==> config.mk <==
export PLATFORM = sky130hd
export DESIGN_NAME = bcd_serial_addsub_flat
export DESIGN_NICKNAME = d
export VERILOG_FILES = /design/src/rtl/bcd_serial_addsub_if.sv /design/src/rtl/bcd_serial_addsub.sv /design/src/flat_wrapper.sv
export SDC_FILE = /design/constraint.sdc
export NUM_CORES = 1
export LEC_CHECK = 0
export BUFFER_PORTS_ARGS = -buffer_cell sky130_fd_sc_hd__buf_2
export CORE_MARGIN = 4
export CORE_UTILIZATION = 51
export CTS_CLUSTER_SIZE = 14
export DETAILED_ROUTE_END_ITERATION = 8
export PLACE_DENSITY = 0.75
export SYNTH_ARGS = -nofsm -noshare
export SYNTH_HDL_FRONTEND = slang
export SYNTH_SLANG_ARGS = --single-unit
==> constraint.sdc <==
create_clock -name clk -period 3.2 [get_ports clk]
set_input_delay 0.32 -clock clk [delete_from_list [all_inputs] [get_ports clk]]
set_output_delay 0.32 -clock clk [all_outputs]
set_load 0.02 [all_outputs]
==> src/rtl/bcd_serial_addsub_if.sv <==
// Request/result bundle for the digit-serial BCD adder-subtracter.
// The requester drives start/Op/A/B; the controller returns status and the packed BCD result.
interface bcd_serial_addsub_if #(
  parameter int DIGITS = 4
);
  logic                  start;
  logic                  Op;
  logic [4*DIGITS-1:0]   A;
  logic [4*DIGITS-1:0]   B;
  logic                  busy;
  logic                  done;
  logic [4*DIGITS-1:0]   S;
  logic                  Cout;
  logic                  Neg;
  logic                  Err;

  modport master (
    output start, Op, A, B,
    input  busy, done, S, Cout, Neg, Err
  );

  modport slave (
    input  start, Op, A, B,
    output busy, done, S, Cout, Neg, Err
  );
endinterface

==> src/rtl/bcd_serial_addsub.sv <==
// Multi-digit BCD add/subtract controller: one digit per cycle, LSB first, with a
// tens-complement fix-up pass that turns a negative difference into sign-magnitude.
module bcd_serial_addsub #(
  parameter int DIGITS = 4
) (
  input logic                 clk,
  input logic                 rst_n,
  bcd_serial_addsub_if.slave  bus
);

  localparam int W     = 4 * DIGITS;
  localparam int IDX_W = (DIGITS > 1) ? $clog2(DIGITS) : 1;
  localparam logic [IDX_W-1:0] LAST_IDX = IDX_W'(DIGITS - 1);

  typedef enum logic [1:0] {
    IDLE,
    ADD,
    FIX,
    DONE
  } state_t;

  state_t           state;
  logic [W-1:0]     a_q;
  logic [W-1:0]     b_q;
  logic [W-1:0]     s_q;
  logic             op_q;
  logic             carry;
  logic [IDX_W-1:0] idx;
  logic             busy_q;
  logic             done_q;
  logic             cout_q;
  logic             neg_q;
  logic             err_q;

  // Digit-step datapath signals
  logic [3:0] a_dig;
  logic [3:0] b_dig;
  logic [3:0] s_dig;
  logic [3:0] x_opnd;
  logic [3:0] y_opnd;
  logic [4:0] sum;
  logic [4:0] sum_adj;
  logic [3:0] dig_out;
  logic       carry_out;

  function automatic logic has_bad_digit(input logic [W-1:0] v);
    has_bad_digit = 1'b0;
    for (int i = 0; i < DIGITS; i++) begin
      if (v[4*i +: 4] > 4'd9) has_bad_digit = 1'b1;
    end
  endfunction

  // NOTE: every signal gets a default at the top of the block so no path leaves it unassigned (no latch).
  always_comb begin
    a_dig   = a_q[4*idx +: 4];
    b_dig   = b_q[4*idx +: 4];
    s_dig   = s_q[4*idx +: 4];
    x_opnd  = a_dig;
    y_opnd  = op_q ? (4'd9 - b_dig) : b_dig;
    if (state == FIX) begin
      x_opnd = 4'd9 - s_dig;
      y_opnd = 4'd0;
    end
    sum       = {1'b0, x_opnd} + {1'b0, y_opnd} + {4'b0000, carry};
    sum_adj   = sum - 5'd10;
    dig_out   = sum[3:0];
    carry_out = 1'b0;
    if (sum > 5'd9) begin
      dig_out   = sum_adj[3:0];
      carry_out = 1'b1;
    end
  end

  // NOTE: all state and registered outputs update with non-blocking assignments so every
  // read in this block sees the pre-edge value.
  always_ff @(posedge clk or negedge rst_n) begin
    if (!rst_n) begin
      state  <= IDLE;
      a_q    <= '0;
      b_q    <= '0;
      s_q    <= '0;
      op_q   <= 1'b0;
      carry  <= 1'b0;
      idx    <= '0;
      busy_q <= 1'b0;
      done_q <= 1'b0;
      cout_q <= 1'b0;
      neg_q  <= 1'b0;
      err_q  <= 1'b0;
    end else begin
      case (state)
        IDLE: begin
          if (bus.start) begin
            a_q    <= bus.A;
            b_q    <= bus.B;
            op_q   <= bus.Op;
            s_q    <= '0;
            cout_q <= 1'b0;
            neg_q  <= 1'b0;
            idx    <= '0;
            carry  <= bus.Op;
            busy_q <= 1'b1;
            if (has_bad_digit(bus.A) || has_bad_digit(bus.B)) begin
              err_q <= 1'b1;
              state <= DONE;
            end else begin
              err_q <= 1'b0;
              state <= ADD;
            end
          end
        end

        ADD: begin
          s_q[4*idx +: 4] <= dig_out;
          carry           <= carry_out;
          if (idx == LAST_IDX) begin
            idx <= '0;
            if (!op_q) begin
              cout_q <= carry_out;
              done_q <= 1'b1;
              state  <= DONE;
            end else if (carry_out) begin
              done_q <= 1'b1;
              state  <= DONE;
            end else begin
              // Borrow out of the MSB: the digits hold the tens complement of |A-B|.
              neg_q <= 1'b1;
              carry <= 1'b1;
              state <= FIX;
            end
          end else begin
            idx <= idx + 1'b1;
          end
        end

        FIX: begin
          s_q[4*idx +: 4] <= dig_out;
          carry           <= carry_out;
          if (idx == LAST_IDX) begin
            idx    <= '0;
            done_q <= 1'b1;
            state  <= DONE;
          end else begin
            idx <= idx + 1'b1;
          end
        end

        DONE: begin
          // The invalid-digit path arrives with done clear and spends one cycle raising it.
          if (!done_q) begin
            done_q <= 1'b1;
          end else begin
            done_q <= 1'b0;
            busy_q <= 1'b0;
            state  <= IDLE;
          end
        end

        default: state <= IDLE;
      endcase
    end
  end

  assign bus.busy = busy_q;
  assign bus.done = done_q;
  assign bus.S    = s_q;
  assign bus.Cout = cout_q;
  assign bus.Neg  = neg_q;
  assign bus.Err  = err_q;

endmodule

==> src/flat_wrapper.sv <==
// flat-port wrapper written by rule: the top's interface ports become plain ports
module bcd_serial_addsub_flat 
#(
  parameter int DIGITS = 4
)
  (clk, rst_n, bus_start, bus_Op, bus_A, bus_B, bus_busy, bus_done, bus_S, bus_Cout, bus_Neg, bus_Err);
  bcd_serial_addsub_if #(.DIGITS(DIGITS)) bus_i ();
  input logic clk;
  input logic rst_n;
  input wire logic [$bits(bus_i.start)-1:0] bus_start;
  input wire logic [$bits(bus_i.Op)-1:0] bus_Op;
  input wire logic [$bits(bus_i.A)-1:0] bus_A;
  input wire logic [$bits(bus_i.B)-1:0] bus_B;
  output wire logic [$bits(bus_i.busy)-1:0] bus_busy;
  output wire logic [$bits(bus_i.done)-1:0] bus_done;
  output wire logic [$bits(bus_i.S)-1:0] bus_S;
  output wire logic [$bits(bus_i.Cout)-1:0] bus_Cout;
  output wire logic [$bits(bus_i.Neg)-1:0] bus_Neg;
  output wire logic [$bits(bus_i.Err)-1:0] bus_Err;
  assign bus_i.start = bus_start;
  assign bus_i.Op = bus_Op;
  assign bus_i.A = bus_A;
  assign bus_i.B = bus_B;
  assign bus_busy = bus_i.busy;
  assign bus_done = bus_i.done;
  assign bus_S = bus_i.S;
  assign bus_Cout = bus_i.Cout;
  assign bus_Neg = bus_i.Neg;
  assign bus_Err = bus_i.Err;
  bcd_serial_addsub #(.DIGITS(DIGITS)) u_core (.clk(clk), .rst_n(rst_n), .bus(bus_i));
endmodule
# Yosys cells after proc, flatten, opt, wreduce, memory -nomap -nowiden
# Cells that the tools add are included.
[totals]
ram_bits = 0
romBits = 0
in_bits = 36
mem_count = 0
word_cells = 114
output_inout_bits = 21
register_bits = 59
latchBits = 0
[op_classes]
n_reduce_logical = 16
magnitude_cmp = 9
bitwise_logic = 0
eq_ne = 12
shift = 5
muxes = 53
addsub = 7
mul = 0
div_mod_pow = 0
[op_table]
columns = ["op", "count"]
rows = [
  ["16-bit by 5-bit indexed part select with 4-bit output", 3],
  ["4-bit negator with 34-bit output", 1],
  ["4-bit by 34-bit variable shift with 16-bit output (first input constant)", 1],
  ["4-bit by 34-bit indexed part select with 16-bit output", 1],
  ["4-bit > comparator (second input constant)", 8],
  ["16-bit case mux with 2 select lines", 1],
  ["1-bit 2-to-1 mux", 31],
  ["16-bit bitwise mux", 1],
  ["16-bit 2-to-1 mux", 1],
  ["2-bit 2-to-1 mux", 8],
  ["4-bit 2-to-1 mux", 4],
  ["4-bit AND reduction", 3],
  ["2-bit != test (second input constant)", 4],
  ["2-bit case mux with 4 select lines", 1],
  ["4-bit subtractor (first input constant)", 2],
  ["2-bit == test (second input constant)", 3],
  ["2-bit by 1-bit != test with 1-bit output (second input constant)", 3],
  ["1-bit case mux with 2 select lines", 3],
  ["1-bit case mux with 3 select lines", 2],
  ["2-bit AND reduction", 3],
  ["2-bit nonzero test", 3],
  ["3-bit nonzero test", 2],
  ["4-bit by 4-bit adder with 5-bit output", 1],
  ["5-bit by 1-bit adder with 5-bit output", 1],
  ["other kinds (11)", 11],
]

# Logic depth before layout (Yosys ltp)
# Gate-level depths: netlist of run 1.
[depth]
word_depth = 12
depth_mapped = 15
mapped_depth_nobuf = 13

# Worst setup path after synthesis of run 1
# OpenSTA, ideal clock, no wires.
[synth_path]
path_kind = "reg-to-reg"
from = "register u_core.idx[0]"
to = "register u_core.done_q (netlist: u_core.bus.done)"
slack_ns = -0.202
n_path_buf = 3
path_stages_with_launch = 14
period_less_slack_ns = 3.402
t_arrival_ns = 3.262
cell_sequence = "dfrtp_1 -> buf_2 -> buf_2 -> mux4_2 -> inv_1 -> ha_1 -> mux2_2 -> ha_1 -> buf_6 -> or2_1 -> o31a_4 -> xor2_4 -> a2111oi_0 -> a211oi_1"
[synth_between]
elab_chain_cells = 10
elab_cells_between_ends = 17
cone_classes = "4 x add/sub; 1 x order compare; 4 x eq/ne; 3 x shift; 4 x mux; 1 x reduce/logical"
[synth_lines]
columns = ["item", "line", "text"]
rows = [
  ["start: declaration", "bcd_serial_addsub.sv:28", "logic [IDX_W-1:0] idx;"],
  ["start signal: assignment", "bcd_serial_addsub.sv:132", "idx <= idx + 1'b1;"],
  ["start signal: assignment", "bcd_serial_addsub.sv:144", "idx <= idx + 1'b1;"],
  ["16-bit by 5-bit indexed part select with 4-bit output", "bcd_serial_addsub.sv:56", "b_dig = b_q[4*idx +: 4];"],
  ["4-bit subtractor", "bcd_serial_addsub.sv:59", "y_opnd = op_q ? (4'd9 - b_dig) : b_dig;"],
  ["4-bit 2-to-1 mux", "bcd_serial_addsub.sv:59", ""],
  ["4-bit 2-to-1 mux", "bcd_serial_addsub.sv:60", "if (state == FIX) begin"],
  ["4-bit by 4-bit adder with 5-bit output", "bcd_serial_addsub.sv:64", "sum = {1'b0, x_opnd} + {1'b0, y_opnd} + {4'b0000, carry};"],
  ["5-bit by 1-bit adder with 5-bit output", "bcd_serial_addsub.sv:64", ""],
  ["5-bit by 4-bit > comparator with 1-bit output", "bcd_serial_addsub.sv:68", "if (sum > 5'd9) begin"],
  ["1-bit 2-to-1 mux", "bcd_serial_addsub.sv:68", ""],
  ["3-bit != test (no source line)", "--", ""],
  ["4-bit AND reduction (no source line) *", "--", ""],
  ["end signal: assignment", "bcd_serial_addsub.sv:86", "done_q <= 1'b0;"],
  ["end signal: assignment", "bcd_serial_addsub.sv:120", "done_q <= 1'b1;"],
  ["end signal: assignment", "bcd_serial_addsub.sv:123", "done_q <= 1'b1;"],
  ["end: declaration", "bcd_serial_addsub.sv:30", "logic done_q;"],
]
# Every way passes the cells marked *; elsewhere a longest branch is shown, timed or not.
# A chain may end at the register's enable or synchronous reset.

# Worst setup path after layout of run 1
[layout_path]
from = "register u_core.idx[0]"
to = "register u_core.s_q[10] (netlist: u_core.bus.S[10])"
[layout_between]
elab_chain_cells = 11
elab_cells_between_ends = 18
cone_classes = "6 x add/sub; 1 x order compare; 5 x shift; 6 x mux"
[layout_lines]
columns = ["item", "line", "text"]
rows = [
  ["16-bit by 5-bit indexed part select with 4-bit output", "bcd_serial_addsub.sv:56", ""],
  ["4-bit subtractor", "bcd_serial_addsub.sv:59", ""],
  ["4-bit 2-to-1 mux", "bcd_serial_addsub.sv:59", ""],
  ["4-bit 2-to-1 mux", "bcd_serial_addsub.sv:60", ""],
  ["4-bit by 4-bit adder with 5-bit output", "bcd_serial_addsub.sv:64", ""],
  ["5-bit by 1-bit adder with 5-bit output", "bcd_serial_addsub.sv:64", ""],
  ["4-bit subtractor or 5-bit by 4-bit > comparator with 1-bit output (tied branches)", "bcd_serial_addsub.sv:65, bcd_serial_addsub.sv:68", ""],
  ["4-bit 2-to-1 mux", "bcd_serial_addsub.sv:68", ""],
  ["4-bit by 34-bit indexed part select with 16-bit output", "bcd_serial_addsub.sv:114, bcd_serial_addsub.sv:137", ""],
  ["16-bit bitwise mux *", "bcd_serial_addsub.sv:114, bcd_serial_addsub.sv:137", ""],
  ["16-bit case mux with 2 select lines *", "bcd_serial_addsub.sv:91", "case (state)"],
  ["end signal: indexed assignment", "bcd_serial_addsub.sv:114", "s_q[4*idx +: 4] <= dig_out;"],
  ["end signal: indexed assignment", "bcd_serial_addsub.sv:137", "s_q[4*idx +: 4] <= dig_out;"],
  ["end: declaration", "bcd_serial_addsub.sv:25", "logic [W-1:0] s_q;"],
]
# Marks and branches as above.

==> impl_metrics.toml, run 1 <==
[sta]
period_share = 0.994
rsz0062_at_grt = "true"
finClkSkew_ns = 0.0114
worst-slew-pin-transition_ns = 1.03
max_freq_ghz = 0.314
slew_viol_final = 0
setup_viol = 0
final_hold_viol_count = 0
setup_tns_ns = 0
period_minus_slack_ns = 3.18
slew_headroom = 0.311

[global_route]
grt.total_usage = 0.221
grt_pass1_wl_um = 13100
overflow = 0
grt_start_max_net_pins = 48
antenna_found_initial = 0
first_global_vias = 2633

[flow_run]
cap_violations = 0

[synthesis]
synth_most_common_cell = "dfrtp_1"
yosys-top-cells-count = "dfrtp_1 (59), mux2_2 (35), o21ai_0 (31)"
synthFlopType = "dfrtp_1"
synth-edff-count = 0
syn_avg_cell_area_um2 = 11.4
ys_types = 49
yosys.area.top_type = "dfrtp_1"
async_reset_ff_frac = 1.00
synth_cells = 293
syn_nets = 345
yosys_warnings = 0
syn_area_mm2 = 0.00333
netlist_top_cells_area = "dfrtp_1 (44%), mux2_2 (12%), mux4_2 (8.1%), ha_1 (5.3%), o21ai_0 (4.7%)"
yosysTopAreaCellShare = 0.443
synth-seq-area-share = 0.443
ys_ff_latch = 59

[worst_setup_path]
required_ns = 3.45
cp_slowest_stage_delay_ns = 0.54
reg2reg_slack_ns = 0.02
worst_r2r_endpoint = "u_core.bus.S[10]"
worstSetupPathType = "reg2reg"
startpoint_type = "flip-flop"
critPathCaptureType = "flip-flop"
critical_path.max_fanout = 4
crit_path_cell_trace = "buf_6 -> mux4_2 -> xnor2_2 -> nand2_1 -> fa_2 -> inv_2 -> fa_2 -> inv_2 -> ha_4 -> o211ai_1 -> nand2_2 -> o31ai_2"
crit_slowest_cell = "mux4_2"
crit_arrival_ns = 3.44
r2r_cells = 12
crit-reg2reg-launch = "u_core.idx[0]"

[finish]
layout.nets = 423
area_growth_pct = 26.8
n_antenna_cell = 0
drive_gt1_frac = 0.463
utilization = 0.666

[hold_path]
hold_path_class = "in2async"

[cts]
clock_path_buffers = 2
htreeDepth = 3
clkTransAtPathRegs_ns = 0.08
ctsHoldBuffers = 0
cts.sinks = 59
clk_latency_ns = 0.35
tritoncts = "done"
cts_buffers = 9
clockRootBuffer = "clkbuf_8"

[detailed_routing]
ant_nets = 0
drc = 0
drt_iter0_drc = 183
wl_per_cell_um = 18.0
routed_wl_um = 8160
dr_total_vias = 2619
vias_per_cell = 5.78
first_pass_iters = 4

[floorplan]
die_h_um = 88.8
core_area_mm2 = 0.00635
die_area_mm2 = 0.00789
io_pins = 57
die_x_um = 88.8
rows = 29
start_util = 0.525

[outcome]
status = "completed"

[placed_design]
dpl.hpwl_um = 5920
port_buffers = 56
gp_congestion = 0.851
[cell usage in the layout (no fill, tap or decap), types with 5 or more instances in the layout]
cell type	instances
o21ai_0	25
o21ai_1	6
inv_1	12
mux4_2	12
buf_2	56
ha_1	12
nor2_1	13
clkbuf_8	9
inv_2	5
a21oi_1	6
buf_4	19
nand2_1	29
mux2_2	34
dfrtp_1	57
[area by class of cell]
class | instances | area (um2)
fill | 477 | 2120
timing repair buffer | 79 | 477
clock buffer | 9 | 124
multi-input combinational | 205 | 1860
inverter | 17 | 63.8
sequential | 59 | 1480
tap | 77 | 96.3
clock inverter | 7 | 124
[cell families after synthesis]
kind of cell / share of synthesized area
buf+inv: 0.0387
simple gates: 0.0943
fa+ha+maj: 0.0646
compound gates: 0.131
flops: 0.443
xor+xnor: 0.0188
mux: 0.210
[stage by stage]
stage	hold slack, ns	std cells	setup slack [ns]	area, um2
after global routing	0.191	453	-0.0941	4230
after CTS	0.172	443	0.00957	4050
after global placement	0.468	427	0.0421	3760
after detailed placement	0.495	427	-0.0787	3760
final	0.145	453	0.0193	4230
after floorplan	0.0244	293	0.00667	3350
[worst max-delay path by stage]
stage / from / end / slack (ns) / cells past startpoint
final: u_core.idx[0] / u_core.bus.S[10] / 0.02 / 12
after global routing: u_core.idx[0] / u_core.bus.S[10] / -0.09 / 12
after CTS: u_core.idx[0] / u_core.bus.S[2] / 0.01 / 12
after detailed placement: u_core.idx[0] / u_core.bus.S[2] / -0.08 / 12
after global placement: u_core.idx[0] / u_core.bus.S[2] / 0.04 / 12
after floorplan: u_core.idx[0] / u_core.bus.S[11] / 0.007 / 13
[routing by layer]
metal / global-route usage / share of wire
met4: 0.0797 / 0.018
met5: 0 / 0
met3: 0.0512 / 0.062
met2: 0.368 / 0.50
met1: 0.282 / 0.42
[worst max-delay path: cells and delay by family (launching register included)]
family / cells / cell delay [ns]
flip-flops: 1 / 0.39
multiplexers: 1 / 0.54
AO/OA/AOI/OAI: 2 / 0.37
buffers and inverters: 3 / 0.29
adder cells (fa/ha/maj): 3 / 1.03
XOR/XNOR: 1 / 0.18
AND/OR/NAND/NOR: 2 / 0.26
[timing repair]
item                                    in CTS  in global routing
gates resized for setup                      9                 29
endpoints found under the setup margin       3                 15
endpoints found under the hold margin        0                  0
setup buffers                                0                 10
pin swaps                                    1                 14
[flip-flops by register name, summed over array words and instances (netlist names)]
signal           count
u_core.bus.S        16
u_core.bus.done      1
u_core.b_q          16
u_core.bus.Neg       1
u_core.bus.Err       1
u_core.op_q          1
u_core.bus.Cout      1
u_core.carry         1
u_core.state         2
u_core.idx           2
u_core.bus.busy      1
u_core.a_q          16
Power of run 1 is not shown: default switching activity piles up to over one toggle a cycle in this logic, so the estimate is an artifact.
==> run 2, diff against run 1 <==
CELL_PAD_IN_SITES_DETAIL_PLACEMENT = 2   (was not set)
CELL_PAD_IN_SITES_GLOBAL_PLACEMENT = 2   (was not set)
CORE_UTILIZATION = 33   (was 51)
SKIP_CTS_REPAIR_TIMING = 1   (was not set)
==> run 2 against run 1 <==
Net effect: the flow now finishes with violations (setup timing); cell count is 15% higher; critical path depth is 1 higher; global-route usage is 3.3 points lower; highest routed layer unchanged.
==> impl_metrics.toml, run 2 (same netlist as run 1, synthesis figures left out) <==
[sta]
slew_headroom = 0.491
worst-slew-pin-transition_ns = 0.764
max_freq_ghz = 0.312
period_minus_slack_ns = 3.20
finClkSkew_ns = 0.0102
setup_ws_ns = -0.00455
rsz0062_at_grt = "true"
final_hold_viol_count = 0
setup_viol = 2
period_share = 1.00
slew_viol_final = 0

[global_route]
grt_pass1_wl_um = 16700
overflow = 0
use_met2 = 0.316
grt-busiest-layer = "met2"
first_global_vias = 3083
grt_start_max_net_pins = 60
grt.met1_usage = 0.237
grt.total_usage = 0.187
grt_use_met3 = 0.0501
antenna_found_initial = 0

[detailed_routing]
routed_wl_um = 10600
dr_total_vias = 2742
vias_per_cell = 5.28
wl_per_cell_um = 20.5
drc = 0
drt_iter0_drc = 97
ant_nets = 0
first_pass_iters = 4

[outcome]
violations = "setup timing"
status = "finished, violations left"

[worst_setup_path]
worstSetupPathType = "reg2reg"
reg2reg_slack_ns = -0.005
critPathCaptureType = "flip-flop"
crit_arrival_ns = 3.42
required_ns = 3.42
critical_path.max_fanout = 4
startpoint_type = "flip-flop"

[finish]
layout.nets = 433
utilization = 0.442
area_growth_pct = 30.2
layout_commonest_cell = "dfrtp_1"
drive_gt1_frac = 0.490
n_antenna_cell = 0
final_cell_mix = "dfrtp_1 (58), buf_2 (56), mux2_2 (35), nand2_1 (27), buf_4 (27)"

[cts]
htreeDepth = 3
clockRootBuffer = "clkbuf_8"
cts.sinks = 59
clkTransAtPathRegs_ns = 0.07
clock_path_buffers = 2
tritoncts = "done"
cts_buffers = 9
clk_latency_ns = 0.34

[floorplan]
io_pins = 57
rows = 36
die_x_um = 108
start_util = 0.339
die_h_um = 108
die_area_mm2 = 0.0118
core_area_mm2 = 0.00982

[hold_path]
hold_path_class = "in2async"

[placed_design]
dpl.hpwl_um = 7720
gp_congestion = 0.806
port_buffers = 56

[flow_run]
cap_violations = 0
[run 2: per-stage QoR]
step | TNS, ns | setup slack (ns) | instances | hold WS [ns] | cell area (um2)
floorplan | 0 | 0.00667 | 293 | 0.0244 | 3350
global placement | 0 | 0.00195 | 496 | 0.465 | 3930
detailed placement | -1.19 | -0.179 | 496 | 0.473 | 3930
CTS | -1.75 | -0.202 | 512 | 0.164 | 4090
global route | -1.72 | -0.164 | 519 | 0.192 | 4340
finish | -0.00548 | -0.00455 | 519 | 0.121 | 4340
[run 2: worst paths after layout]
kind                           startpoint              end  depth (start not counted)
setup / recovery            u_core.idx[0]  u_core.bus.S[7]                         13
hold / removal                      rst_n  u_core.bus.S[6]                          2
min in group clk                bus_B[12]   u_core.b_q[12]                          2
hold reg to reg            u_core.bus.Err   u_core.bus.Err                          2
max in group asynchronous           rst_n    u_core.idx[0]                          2
setup reg to reg            u_core.idx[0]  u_core.bus.S[7]                         13
[run 2: layer usage]
metal / share of wire / wire, um
met5: 0 / 0
met4: 0.015 / 156
met3: 0.042 / 445
met2: 0.53 / 5650
met1: 0.41 / 4370
[run 2: critical path, stage by stage (launching register included)]
cell and delay (ns):
dfrtp_2 0.41, buf_6 0.12, mux4_2 0.53, xnor2_2 0.16, nand2_1 0.09, fa_2 0.23, inv_2 0.05, fa_2 0.46
buf_6 0.16, a311o_2 0.41, buf_6 0.15, nand2_2 0.05, mux2_4 0.19, o21ai_2 0.06
[run 2: layout make-up]
| class | instances | area (um2) |
|---|---|---|
| clock buffers | 11 | 131 |
| clock inverters | 5 | 30.0 |
| fillers | 1082 | 5480 |
| inverters | 17 | 66.3 |
| multi-input cells | 205 | 1910 |
| flip-flops and latches | 59 | 1480 |
| well taps | 133 | 166 |
| repair buffers | 89 | 559 |
Power of run 2 is left out for the same reason.
==> run 3, diff against run 2 <==
GPL_ROUTABILITY_DRIVEN = 0   (was not set)
SKIP_LAST_GASP = 1   (was not set)
==> run 3 against run 2 <==
Net effect: the run still ends with setup timing left; critical path depth is the same; cell count is the same; sequential cell count is the same; sequential share of layout area is the same; wire length is essentially flat; register-to-register slack is essentially flat; clock-buffer cell count is the same; via count shrank 0.15%; highest routed layer unchanged.
==> impl_metrics.toml, run 3 (same netlist as run 1, synthesis figures left out) <==
[sta]
rsz0062_at_grt = "true"
worst-slew-pin-transition_ns = 0.763
setup_ws_ns = -0.00450
finClkSkew_ns = 0.0100
period_minus_slack_ns = 3.20
slew_headroom = 0.491
setup_tns_ns = -0.00535
setup_viol = 2
final_hold_viol_count = 0
slew_viol_final = 0
max_freq_ghz = 0.312
period_share = 1.00

[global_route]
first_global_vias = 3083
grt_pass1_wl_um = 16700
antenna_found_initial = 0
grt.total_usage = 0.187
overflow = 0
grt_start_max_net_pins = 60

[detailed_routing]
drc = 0
ant_nets = 0
wl_per_cell_um = 20.5
routed_wl_um = 10600
dr_total_vias = 2738
first_pass_iters = 4
vias_per_cell = 5.28
drt_iter0_drc = 97

[finish]
drive_gt1_frac = 0.490
fill_cells = 1082
final_cell_mix = "dfrtp_1 (58), buf_2 (56), mux2_2 (35), nand2_1 (27), buf_4 (27)"
area_growth_pct = 30.2
seqCellArea_mm2 = 0.00148
n_antenna_cell = 0
layout.nets = 433
multi_input_area_mm2 = 0.00191
layout_commonest_cell = "dfrtp_1"

[cts]
clk_latency_ns = 0.34
cts.sinks = 59
htreeDepth = 3
clock_path_buffers = 2
clkTransAtPathRegs_ns = 0.07
clockRootBuffer = "clkbuf_8"
cts_buffers = 9
tritoncts = "done"

[floorplan]
die_h_um = 108
die_area_mm2 = 0.0118
io_pins = 57
die_x_um = 108
core_area_mm2 = 0.00982
rows = 36
start_util = 0.339

[worst_setup_path]
startpoint_type = "flip-flop"
crit_path_cell_trace = "buf_6 -> mux4_2 -> xnor2_2 -> nand2_1 -> fa_2 -> inv_2 -> fa_2 -> buf_6 -> a311o_2 -> buf_6 -> nand2_2 -> mux2_4 -> o21ai_2"
required_ns = 3.41
crit_slowest_cell = "mux4_2"
crit_arrival_ns = 3.42
path_common_cell = "buf_6"
cp_slowest_stage_delay_ns = 0.53
critical_path.max_fanout = 4
worstSetupPathType = "reg2reg"
critPathCaptureType = "flip-flop"

[flow_run]
cap_violations = 0

[placed_design]
dpl.hpwl_um = 7720
port_buffers = 56

[hold_path]
hold_path_class = "in2async"

[outcome]
status = "finished, violations left"
violations = "setup timing"
## run 3: metrics by stage
step	hold slack (ns)	cell area [um2]	utilization	setup slack, ns	std cells
4_1_cts	0.164	4090	0.416	-0.202	512
3_5_place_dp	0.473	3930	0.400	-0.179	496
5_1_grt	0.192	4340	0.442	-0.164	519
2_1_floorplan	0.0244	3350	-	0.00667	293
3_3_place_gp	0.465	3930	0.400	0.00195	496
6_report	0.122	4340	0.442	-0.00450	519
## run 3: cell type report
cell class                      instances  area share
Clock inverter                          5     0.00692
Inverter                               17      0.0153
Multi-Input combinational cell        205       0.440
Sequential cell                        59       0.341
Clock buffer                           11      0.0303
Timing Repair Buffer                   89       0.129
Tap cell                              133      0.0384
## run 3: critical path: cells and delay by family, from the launching register on
family                   cells  cell delay (ns)
AO/OA/AOI/OAI                2             0.47
XOR/XNOR                     1             0.16
adder cells (fa/ha/maj)      2             0.69
buffers and inverters        4             0.48
flip-flops                   1             0.41
multiplexers                 2             0.72
AND/OR/NAND/NOR              2             0.14
## run 3: metal layers
layer | vias up | GRT usage | wire length (um)
li1 | 1244 | - | -
met1 | 1415 | 0.237 | 4370
met2 | 65 | 0.316 | 5660
met3 | 14 | 0.0501 | 445
met4 | 0 | 0.0523 | 156
met5 | - | 0 | 0
## run 3: worst paths after layout
kind,from,to,slack [ns],cells past startpoint
worst max register to register,u_core.idx[0],u_core.bus.S[7],-0.005,13
worst max-delay path,u_core.idx[0],u_core.bus.S[7],-0.005,13
worst min register to register,u_core.bus.Err,u_core.bus.Err,0.48,2
min in group clk,bus_B[12],u_core.b_q[12],0.21,2
worst min-delay path,rst_n,u_core.bus.S[6],0.12,2
max in group asynchronous,rst_n,u_core.idx[0],2.52,2
Power of run 3 is left out for the same reason.
